`config.mk`:
```
export PLATFORM = sky130hd
export DESIGN_NAME = alu_exec_unit_flat
export DESIGN_NICKNAME = d
export VERILOG_FILES = /design/src/rtl/alu_exec_unit_if.sv /design/src/rtl/alu_exec_unit.sv /design/src/flat_wrapper.sv
export SDC_FILE = /design/constraint.sdc
export NUM_CORES = 1
export LEC_CHECK = 0
export CAP_MARGIN = 20
export CORE_MARGIN = 3
export CORE_UTILIZATION = 53
export CTS_BUF_LIST = sky130_fd_sc_hd__clkbuf_2
export DETAILED_ROUTE_END_ITERATION = 10
export PLACE_DENSITY = 0.8
export SYNTH_ARGS = -nofsm -noshare
export SYNTH_HDL_FRONTEND = slang
export SYNTH_SLANG_ARGS = --single-unit
```
`constraint.sdc`:
```
create_clock -name clk -period 2.5 [get_ports clk]
set_input_delay 0.625 -clock clk [delete_from_list [all_inputs] [get_ports clk]]
set_output_delay 0.625 -clock clk [all_outputs]
set_load 0.02 [all_outputs]
```
`src/rtl/alu_exec_unit_if.sv`:
```
// Request/response bundle between decode/control and the execute-stage ALU.
interface alu_exec_unit_if #(
  parameter int unsigned WIDTH   = 32,
  parameter int unsigned SHAMT_W = 5
);
  logic               in_valid;
  logic               in_ready;
  logic [3:0]         alu_operation;
  logic [WIDTH-1:0]   operand_a;
  logic [WIDTH-1:0]   operand_b;
  logic [SHAMT_W-1:0] shamt;
  logic               out_valid;
  logic [WIDTH-1:0]   result;
  logic               zero;
  logic               busy;

  modport master (
    output in_valid, alu_operation, operand_a, operand_b, shamt,
    input  in_ready, out_valid, result, zero, busy
  );

  modport slave (
    input  in_valid, alu_operation, operand_a, operand_b, shamt,
    output in_ready, out_valid, result, zero, busy
  );
endinterface

```
`src/rtl/alu_exec_unit.sv`:
```
// Execute-stage ALU: single-cycle logic/arithmetic ops, iterative one-bit-per-clock
// shifts behind a valid/ready handshake; registered result and zero flag.
module alu_exec_unit #(
  parameter int unsigned WIDTH   = 32,
  parameter int unsigned SHAMT_W = 5
) (
  input logic            clk,
  input logic            reset,
  alu_exec_unit_if.slave bus
);

  localparam int unsigned HALF = WIDTH / 2;

  localparam logic [3:0] OP_AND = 4'b0000;
  localparam logic [3:0] OP_OR  = 4'b0001;
  localparam logic [3:0] OP_NOR = 4'b0010;
  localparam logic [3:0] OP_ADD = 4'b0011;
  localparam logic [3:0] OP_SUB = 4'b0100;
  localparam logic [3:0] OP_LUI = 4'b0101;
  localparam logic [3:0] OP_SRL = 4'b1110;
  localparam logic [3:0] OP_SLL = 4'b1111;

  typedef enum logic {S_IDLE, S_SHIFT} state_t;

  state_t             state;
  logic               ready_q;
  logic               busy_q;
  logic               valid_q;
  logic [WIDTH-1:0]   result_q;
  logic               zero_q;
  logic [WIDTH-1:0]   acc;
  logic [SHAMT_W-1:0] count;
  logic               dir_left;

  logic               is_sll_c;
  logic               is_shift_c;
  logic [WIDTH-1:0]   alu_c;
  logic [WIDTH-1:0]   first_c;
  logic [WIDTH-1:0]   next_c;

  assign is_sll_c   = (bus.alu_operation == OP_SLL);
  assign is_shift_c = is_sll_c || (bus.alu_operation == OP_SRL);
  assign first_c    = is_sll_c ? (bus.operand_b << 1) : (bus.operand_b >> 1);
  assign next_c     = dir_left ? (acc << 1) : (acc >> 1);

  // Single-cycle result; a shift reaching here has shamt = 0 and passes B through.
  always_comb begin
    alu_c = '0;
    case (bus.alu_operation)
      OP_AND:         alu_c = bus.operand_a & bus.operand_b;
      OP_OR:          alu_c = bus.operand_a | bus.operand_b;
      OP_NOR:         alu_c = ~(bus.operand_a | bus.operand_b);
      OP_ADD:         alu_c = bus.operand_a + bus.operand_b;
      OP_SUB:         alu_c = bus.operand_a - bus.operand_b;
      OP_LUI:         alu_c = {bus.operand_b[HALF-1:0], {HALF{1'b0}}};
      OP_SLL, OP_SRL: alu_c = bus.operand_b;
      default:        alu_c = '0;
    endcase
  end

  always_ff @(posedge clk or posedge reset) begin
    if (reset) begin
      state    <= S_IDLE;
      ready_q  <= 1'b1;
      busy_q   <= 1'b0;
      valid_q  <= 1'b0;
      result_q <= '0;
      zero_q   <= 1'b1;
      acc      <= '0;
      count    <= '0;
      dir_left <= 1'b0;
    end else begin
      valid_q <= 1'b0;
      case (state)
        S_IDLE: begin
          if (bus.in_valid) begin
            if (is_shift_c && (bus.shamt != '0)) begin
              // First bit of the shift happens on the accept edge.
              acc      <= first_c;
              count    <= bus.shamt - SHAMT_W'(1);
              dir_left <= is_sll_c;
              if (bus.shamt == SHAMT_W'(1)) begin
                result_q <= first_c;
                zero_q   <= (first_c == '0);
                valid_q  <= 1'b1;
              end else begin
                state   <= S_SHIFT;
                ready_q <= 1'b0;
                busy_q  <= 1'b1;
              end
            end else begin
              result_q <= alu_c;
              zero_q   <= (alu_c == '0);
              valid_q  <= 1'b1;
            end
          end
        end
        S_SHIFT: begin
          acc   <= next_c;
          count <= count - SHAMT_W'(1);
          if (count == SHAMT_W'(1)) begin
            result_q <= next_c;
            zero_q   <= (next_c == '0);
            valid_q  <= 1'b1;
            state    <= S_IDLE;
            ready_q  <= 1'b1;
            busy_q   <= 1'b0;
          end
        end
        default: begin
          state   <= S_IDLE;
          ready_q <= 1'b1;
          busy_q  <= 1'b0;
        end
      endcase
    end
  end

  assign bus.in_ready  = ready_q;
  assign bus.busy      = busy_q;
  assign bus.out_valid = valid_q;
  assign bus.result    = result_q;
  assign bus.zero      = zero_q;

endmodule

```
`src/flat_wrapper.sv`:
```
// flat-port wrapper written by rule: the top's interface ports become plain ports
module alu_exec_unit_flat 
#(
  parameter int unsigned WIDTH   = 32,
  parameter int unsigned SHAMT_W = 5
)
  (clk, reset, bus_in_valid, bus_alu_operation, bus_operand_a, bus_operand_b, bus_shamt, bus_in_ready, bus_out_valid, bus_result, bus_zero, bus_busy);
  alu_exec_unit_if #(.WIDTH(WIDTH), .SHAMT_W(SHAMT_W)) bus_i ();
  input logic clk;
  input logic reset;
  input wire logic [$bits(bus_i.in_valid)-1:0] bus_in_valid;
  input wire logic [$bits(bus_i.alu_operation)-1:0] bus_alu_operation;
  input wire logic [$bits(bus_i.operand_a)-1:0] bus_operand_a;
  input wire logic [$bits(bus_i.operand_b)-1:0] bus_operand_b;
  input wire logic [$bits(bus_i.shamt)-1:0] bus_shamt;
  output wire logic [$bits(bus_i.in_ready)-1:0] bus_in_ready;
  output wire logic [$bits(bus_i.out_valid)-1:0] bus_out_valid;
  output wire logic [$bits(bus_i.result)-1:0] bus_result;
  output wire logic [$bits(bus_i.zero)-1:0] bus_zero;
  output wire logic [$bits(bus_i.busy)-1:0] bus_busy;
  assign bus_i.in_valid = bus_in_valid;
  assign bus_i.alu_operation = bus_alu_operation;
  assign bus_i.operand_a = bus_operand_a;
  assign bus_i.operand_b = bus_operand_b;
  assign bus_i.shamt = bus_shamt;
  assign bus_in_ready = bus_i.in_ready;
  assign bus_out_valid = bus_i.out_valid;
  assign bus_result = bus_i.result;
  assign bus_zero = bus_i.zero;
  assign bus_busy = bus_i.busy;
  alu_exec_unit #(.WIDTH(WIDTH), .SHAMT_W(SHAMT_W)) u_core (.clk(clk), .reset(reset), .bus(bus_i));
endmodule
```
==> qor.yml, run 1 <==
status: "finished with violations"
violations: "setup timing"
crit_path_frequent_cell: "buf_6"
grt_max_degree: 87
arrival_ps: 5880
cpPeakStageDelay_ps: 580
crit_cells: 23
start_util_pct: 54.85
ios: 112
rsz0062_at_grt: "true"
first_pass_iters: 8
clkSinkCount: 75
drv_slew: 0
viasPerCell: 6.996
drc: 0
finalHoldViolCount: 0
fin_skew_ps: 34.95
dp_slack_ps: -2829
core-area_um2: 16060
yosys.area.top_type_share_pct: 20.74
nets: 1739
synth_common_cells: "nand2_1 (133), nor2_1 (122), a21oi_1 (98)"
gp_congestion: 1.035
slew_headroom_pct: 44.61
critPathKind: "input pin to flip-flop"
ys_warn_count: 0
cts_buffers: 9
clock-root-buffer: "clkbuf_2"
r2r_end: "u_core.bus.zero$_DFFE_PP1P_"
crit_required_ps: 2970
yosysTopAreaCell: "dfrtp_1"
multi_input_area_um2: 7536
synth_cell_types: 84
max_freq_mhz: 185.0
row_count: 46
clk_pin_slew_worst_paths_ps: 190
cp_cell_sequence: "buf_4 -> inv_4 -> ha_4 -> nor2b_4 -> nand2_1 -> or4_4 -> buf_6 -> o31ai_4 -> xor2_2 -> ha_4 -> buf_6 -> buf_6 -> inv_1 -> o21bai_2 -> a221oi_4 -> a211oi_4 -> o32ai_4 -> mux2i_1 -> or2_1 -> or4b_4 -> nor4_4 -> nand3_1 -> a21oi_2"
pwr-share-clk_pct: 8.5
rr_worst_depth: 9
fp.dieH_um: 134.9
grt_pass1_vias: 11840
slowest_stage: "or4_4"
placed_area_um2: 12820
p_int_mw: 4.825
cts_tree: "built"
synthesis.nets: 1308
worst_pin_slew_ps: 820.5
die_width_um: 134.9
drt.antenna.violating_nets: 0
p_leak_nw: 6.427
synth_area_leaders: "dfrtp_1 (21%), nand2_1 (5.7%), a21oi_1 (5.6%), ha_1 (5.5%), nor2_1 (5.2%)"
hold_class: "input pin to asynchronous set/reset pin"
reg2reg_slack_ps: -460
crit_fanout: 5
io_buffers: 111
critPathCapture: "u_core.bus.zero$_DFFE_PP1P_"
detail_route.wirelength_um: 47590
grt_pass1_wl_um: 62320
setup_viol: 33
drv_cap: 0
syn_to_final_growth_pct: 64.24
switching_share_pct: 45.67
vias: 12900
power_density_nw_per_um2: 613.9
hpwl_um: 29850
yosysMostFrequentCell: "nand2_1"
p_switching_mw: 4.055
grt_antenna_before_repair: 1
crit_buf_inv: 6
clock_latency_ps: 540
seq_area_frac_synth_pct: 21.34
h-tree-depth: 3
post_drt_wl_per_cell_um: 25.81
ir_worst_vdd_mv: 0.7466
netlist_instances: 1192
cp-startpoint: "bus_operand_b[0]"
r2r_start: "u_core.dir_left$_DFFE_PP0P_"
combPwrFrac_pct: 67.4
syn_avg_cell_area_um2: 7.389
drt_iter0_drc: 1930
synth_flop_cell: "dfrtp_1"
num-fill-cells: 722
syn_area_um2: 8807
grt_usage_pct: 43.33
async_flop_share_pct: 100.0
cp_top_family: "simple AND/OR/NAND/NOR gates"
period_needed_ps: 5407
power_frac_seq_pct: 24.1
grt_overflow: 0
synth_edf_count: 0
fin_crit_sh_pct: 216.3
dieArea_um2: 18200
hold_buffers: 0
cp-start-kind: "input pin"
layout_setup_ws_ps: -2907
power_mw: 8.880
drive_above_1_share_pct: 41.18
final-seq-area_um2: 1881
end_kind: "flip-flop"
stdcell_area_um2: 14470
cts_buffer_depth: 2
synth-seq-cells: 75
-- final cells by class --
| cell class | instances | share of cell area, % |
|---|---|---|
| antenna | 1 | 0.01730 |
| clock buffer | 9 | 0.3114 |
| clock inverter | 6 | 0.5622 |
| inverter | 30 | 0.8563 |
| multi-input combinational | 977 | 52.10 |
| sequential | 75 | 13.00 |
| tap | 216 | 1.868 |
| timing repair buffer | 530 | 31.29 |
-- metal layers --
| layer | wire length (µm) | share of wire, % | track usage, % |
|---|---|---|---|
| met2 | 20430 | 43 | 71.79 |
| met5 | 0 | 0 | 0 |
| met1 | 15730 | 33 | 52.62 |
| met4 | 5102 | 11 | 27.83 |
| met3 | 6321 | 13 | 6.371 |
-- placed cells by master (no fill, tap or decap), drive strengths merged, types with 6 or more instances in the layout --
cell / netlist / layout
nand3: 26 / 26
a21oi: 100 / 100
a211oi: 11 / 11
clkbuf: 79 / 9
nor2b: 8 / 8
nand2b: 13 / 13
xor2: 21 / 21
a221oi: 10 / 10
nor2: 122 / 122
a31oi: 39 / 39
clkdlybuf4s50: 0 / 97
a21o: 11 / 11
or4: 8 / 8
o31ai: 14 / 14
nand2: 134 / 134
mux2: 33 / 33
mux2i: 34 / 34
ha: 39 / 39
o311ai: 6 / 6
or4b: 6 / 6
nor3: 29 / 29
xnor2: 31 / 31
nand4: 16 / 16
dfrtp: 73 / 73
o21ai: 84 / 84
maj3: 17 / 17
nor4: 16 / 16
o211ai: 26 / 26
o21a: 14 / 14
buf: 31 / 429
inv: 30 / 29
a22o: 20 / 20
a22oi: 9 / 9
or3: 10 / 10
-- power groups by stage --
stage,Clock [mW],Sequential (mW),Combinational (mW)
after floorplan,0,2.44,2.40
after global placement,0,2.11,4.92
after detailed placement,0,2.15,5.07
after CTS,0.743,2.12,5.43
after global routing,0.793,2.19,6.28
final,0.751,2.14,5.99
-- sequential cells by signal, indices dropped and copies added (netlist names) --
register / count
u_core.acc: 32
u_core.bus.busy: 1
u_core.bus.in_ready: 1
u_core.bus.out_valid: 1
u_core.bus.result: 32
u_core.bus.zero: 1
u_core.count: 5
u_core.dir_left: 1
u_core.state: 1
-- worst min path at each step --
stage	from	end	slack (ps)	depth (start not counted)
after floorplan	u_core.count[0]$_DFFE_PP0P_	u_core.count[0]$_DFFE_PP0P_	500	1
after global placement	u_core.bus.result[25]$_DFFE_PP0P_	u_core.bus.result[25]$_DFFE_PP0P_	470	1
after detailed placement	u_core.bus.result[25]$_DFFE_PP0P_	u_core.bus.result[25]$_DFFE_PP0P_	480	1
after CTS	reset	u_core.acc[31]$_DFFE_PP0P_	510	2
after global routing	u_core.bus.result[25]$_DFFE_PP0P_	u_core.bus.result[25]$_DFFE_PP0P_	530	1
final	reset	u_core.acc[19]$_DFFE_PP0P_	500	2
-- cells by family after synthesis --
group	Yosys count	share of synthesized area (%)
AO/OA/AOI/OAI	389	29.34
XOR/XNOR	52	5.171
adder cells (fa/ha/maj)	57	7.700
buffers and inverters	140	6.251
flip-flops	75	21.34
multiplexers	67	8.084
AND/OR/NAND/NOR	412	22.12
-- per-stage QoR --
step	hold WS, ps	instances	setup TNS (ps)	utilization [%]
floorplan	504.1	1192	-38030	-
global placement	472.8	1769	-102170	79.82
detailed placement	479.3	1769	-105210	79.82
CTS	507.3	1822	-35710	86.12
global route	532.6	1844	-53700	90.08
finish	498.4	1844	-54880	90.08
-- what timing repair did --
action / 4_1_cts / 5_1_grt
buffers inserted: 42 / 28
pin swaps: 99 / 84
hold endpoints to repair: 0 / 0
resized for setup: 190 / 104
endpoints found under the setup margin: 74 / 55
cloned: 0 / 0
No activity file was read; power rests on OpenSTA's default activity.
==> run 2: changes to the inputs <==
Settings changed: CORE_ASPECT_RATIO from default to 1.4, CTS_CLUSTER_SIZE from default to 16.
==> run 2 against run 1 <==
Net effect:
- the flow now stops in global routing (5_1_grt)
- synthesized area unchanged
- synthesized cell count did not move
==> qor.yml, run 2 <==
yosysMostFrequentCell: "nand2_1"
synth_compound_area_share_pct: 29.34  # unchanged
ys_warn_count: 0  # unchanged
synth_top_family_by_area: "compound AO/OA/AOI/OAI gates"
seq_area_frac_synth_pct: 21.34  # unchanged
cts_buffer_depth: 2  # unchanged
cts_buffers: 9  # unchanged
grt_max_degree: 86
clkSinkCount: 75  # unchanged
synth_common_cells: "nand2_1 (133), nor2_1 (122), a21oi_1 (98)"
syn_area_um2: 8807  # unchanged
io_buffers: 111  # unchanged
synthMuxAreaShare_pct: 8.084  # unchanged
synth_cell_types: 84  # unchanged
h-tree-depth: 3  # unchanged
yosysTopAreaCell: "dfrtp_1"
endpoint_type: "register data pin"
gp_congestion: 0.9847  # -4.9%
die_width_um: 114.9  # -15%
synth_xor_area_share_pct: 5.171  # unchanged
async_flop_share_pct: 100.0  # unchanged
hold_buffers: 0  # unchanged
synthAdderAreaFrac_pct: 7.700  # unchanged
synth-seq-cells: 75  # unchanged
ios: 112  # unchanged
syn_avg_cell_area_um2: 7.389  # unchanged
haltStage: "global routing (5_1_grt)"
grt_repair_worst_endpoint: "u_core.bus.zero$_DFFE_PP1P_/D"
row_count: 55  # +20%
fp.dieH_um: 158.5  # +18%
start_util_pct: 54.23  # -0.62 points
netlist_instances: 1192  # unchanged
synth_area_leaders: "dfrtp_1 (21%), nand2_1 (5.7%), a21oi_1 (5.6%), ha_1 (5.5%), nor2_1 (5.2%)"
clock-root-buffer: "clkbuf_2"
status: "stopped before the end"
synth_flop_cell: "dfrtp_1"
hpwl_um: 29960  # +0.37%
yosys.area.top_type_share_pct: 20.74  # unchanged
dp_slack_ps: -2910  # -81.05 ps
synthesis.nets: 1308  # unchanged
error_line: "[ERROR GRT-0183] Net net573: the 3D maze router ran out of legal paths (heap underflow) - the net is boxed in by local congestion or blockages."
synth-simple-area-share_pct: 22.12  # unchanged
synth_edf_count: 0  # unchanged
==> run 2: cell counts after synthesis <==
Identical to the previous run, type by type.
==> run 2: stage by stage <==
stage / area [µm²] / instances / utilization (%)
3_3_place_gp: 12730 / 1742 / 78.41
2_1_floorplan: 9246 / 1192 / -
3_5_place_dp: 12730 / 1742 / 78.41
4_1_cts: 13710 / 1791 / 84.41
==> run 2: logic make-up after synthesis <==
| logic type | count (synthesis) |
|---|---|
| buffers and inverters | 140 |
| flip-flops | 75 |
| adder cells (fa/ha/maj) | 57 |
| XOR/XNOR | 52 |
| multiplexers | 67 |
| AO/OA/AOI/OAI | 389 |
| AND/OR/NAND/NOR | 412 |
==> run 2: timing repair <==
action	in CTS
setup endpoints to repair	75
setup buffers	37
pin swaps	85
gates resized for setup	183
==> run 3: changes to the inputs <==
Settings changed: CORE_ASPECT_RATIO 1.4 to default, CORE_UTILIZATION 53 to 40, CTS_BUF_LIST sky130_fd_sc_hd__clkbuf_2 to default, CTS_CLUSTER_SIZE 16 to default, PLACE_DENSITY 0.8 to default, PLACE_DENSITY_LB_ADDON from default to 0.15.
Clock period 2.5 ns to 3.25 ns, I/O delays scaled along.
==> run 3 against run 2 <==
Net effect:
- the flow now finishes, with violations (setup timing)
==> qor.yml, run 3 (synthesis results as in run 1) <==
rsz0062_at_grt: "true"
grt_pass1_wl_um: 57580
detail_route.wirelength_um: 37320
nets: 1702
dieArea_um2: 23830
end_kind: "flip-flop"
num_antenna_cells: 0
clk_pin_slew_worst_paths_ps: 60
ir_worst_vdd_mv: 0.3518
worst_pin_slew_ps: 961.3
clkSinkCount: 75  # unchanged
syn_to_final_growth_pct: 61.77
crit_required_ps: 3520
crit_path_frequent_cell: "buf_6"
clock-root-buffer: "clkbuf_16"
setup_viol: 27
fin_crit_sh_pct: 153.1
hold_class: "flip-flop to flip-flop"
placed_area_um2: 12720  # -0.14%
dp_slack_ps: -2255  # +655.0 ps
io_buffers: 111  # unchanged
drc: 0
hpwl_um: 28510  # -4.8%
drv_cap: 0
ios: 112  # unchanged
fin_skew_ps: 6.048
cts_tree: "built"
drt_iter0_drc: 941
slew_headroom_pct: 35.10
r2r_start: "u_core.dir_left$_DFFE_PP0P_"
crit_fanout: 2
viasPerCell: 5.909
grt_max_degree: 87
cp_cell_sequence: "buf_6 -> inv_2 -> ha_4 -> nor2b_4 -> nand2_2 -> or4_4 -> buf_6 -> nand2_2 -> xor2_1 -> ha_1 -> buf_6 -> buf_6 -> nand4_1 -> nor2b_2 -> or4_4 -> a31oi_4 -> o2111ai_1 -> a2111oi_0 -> nand4b_1 -> nor4_2 -> nand3_1 -> a21oi_1"
drv_slew: 0
layout_setup_ws_ps: -1727
p_leak_nw: 6.234
first_pass_iters: 5
grt_overflow: 0
grt_usage_pct: 29.77
period_needed_ps: 4977
final.setup.tns_ps: -25760
power_mw: 6.743
row_count: 53  # -3.6%
stdcell_area_um2: 14250
cts_buffer_depth: 2  # unchanged
grt_antenna_before_repair: 0
critPathKind: "input pin to flip-flop"
cp-start-kind: "input pin"
h-tree-depth: 3  # unchanged
min-delay-start: "u_core.bus.in_ready$_DFFE_PP1P_"
die_width_um: 154.4  # +34%
vias: 11020
post_drt_wl_per_cell_um: 20.01
finalHoldViolCount: 0
gp_congestion: 0.9692  # -1.6%
mostFrequentLayoutCells: "buf_4 (328), nand2_1 (123), nor2_1 (106)"
fp.dieH_um: 154.4  # -2.6%
grt_pass1_vias: 10460
cts_buffers: 9  # unchanged
violations: "setup timing"
arrival_ps: 5250
start_util_pct: 41.25  # -13 points
slowest_stage: "or4_4"
core-area_um2: 21350
drive_above_1_share_pct: 38.49
power_density_nw_per_um2: 473.3
drt.antenna.violating_nets: 0
clock_latency_ps: 340
cp-startpoint: "bus_operand_b[0]"
cpPeakStageDelay_ps: 560
max_freq_mhz: 200.9
status: "finished with violations"
final_common_cell: "buf_4"
## run 3: path summary, 6_finish.rpt
check                                                    end  slack [ps]  cells after the start
max                              u_core.bus.zero$_DFFE_PP1P_       -1730                     22
min                          u_core.bus.in_ready$_DFFE_PP1P_         480                      2
max reg2reg                      u_core.bus.zero$_DFFE_PP1P_         280                      8
min reg2reg                  u_core.bus.in_ready$_DFFE_PP1P_         480                      2
max in group asynchronous    u_core.bus.in_ready$_DFFE_PP1P_        1920                      3
min in group asynchronous  u_core.bus.result[23]$_DFFE_PP0P_         700                      2
## run 3: area by class of cell
class / count / area (µm²)
clock inverters: 5 / 62.56
multi-input cells: 977 / 7363
inverters: 30 / 117.6
fillers: 1772 / 7106
clock buffers: 10 / 239.0
flip-flops and latches: 75 / 1881
well taps: 275 / 344.1
repair buffers: 493 / 4240
## run 3: what timing repair did
item                                    CTS  global route
cloned                                    0             0
buffers inserted                         32            25
hold buffers                              0             0
pin swaps                                73            80
endpoints found under the setup margin   57            29
resized for setup                       165            98
## run 3: report_power, final
group / switching (mW) / internal, mW / total, mW
Sequential: 0.366 / 1.36 / 1.72
Combinational: 2.08 / 1.93 / 4.01
Clock: 0.396 / 0.615 / 1.01
Total: 2.84 / 3.90 / 6.74
## run 3: stage by stage
stage          cells  util, %  hold slack (ps)
3_5_place_dp    1808    59.55            471.9
3_3_place_gp    1808    59.55            467.6
6_report        1865    66.72            481.1
4_1_cts         1854    64.23            484.3
5_1_grt         1865    66.72            514.1
2_1_floorplan   1192        -            504.1
## run 3: layer usage
metal	part of all wire [%]	track usage, %	routed length [µm]
met1	44	41.66	16240
met5	0	0	0
met3	7.0	2.686	2628
met4	3.9	11.02	1463
met2	46	47.86	16980
## run 3: worst max-delay path, delay by kind of cell
kind                       cells  cell delay [ps]
buffers and inverters          5              570
AOI/OAI and AO/OA              4             1050
adders and majority gates      2              430
xor gates and xnor gates       1              160
and+or+nand+nor               10             2230
==> run 4: changes to the inputs <==
Settings changed: CTS_CLUSTER_SIZE from default to 25.
==> results of run 4 <==
No change in the layout: final DEF, timing and power equal those of run 3.
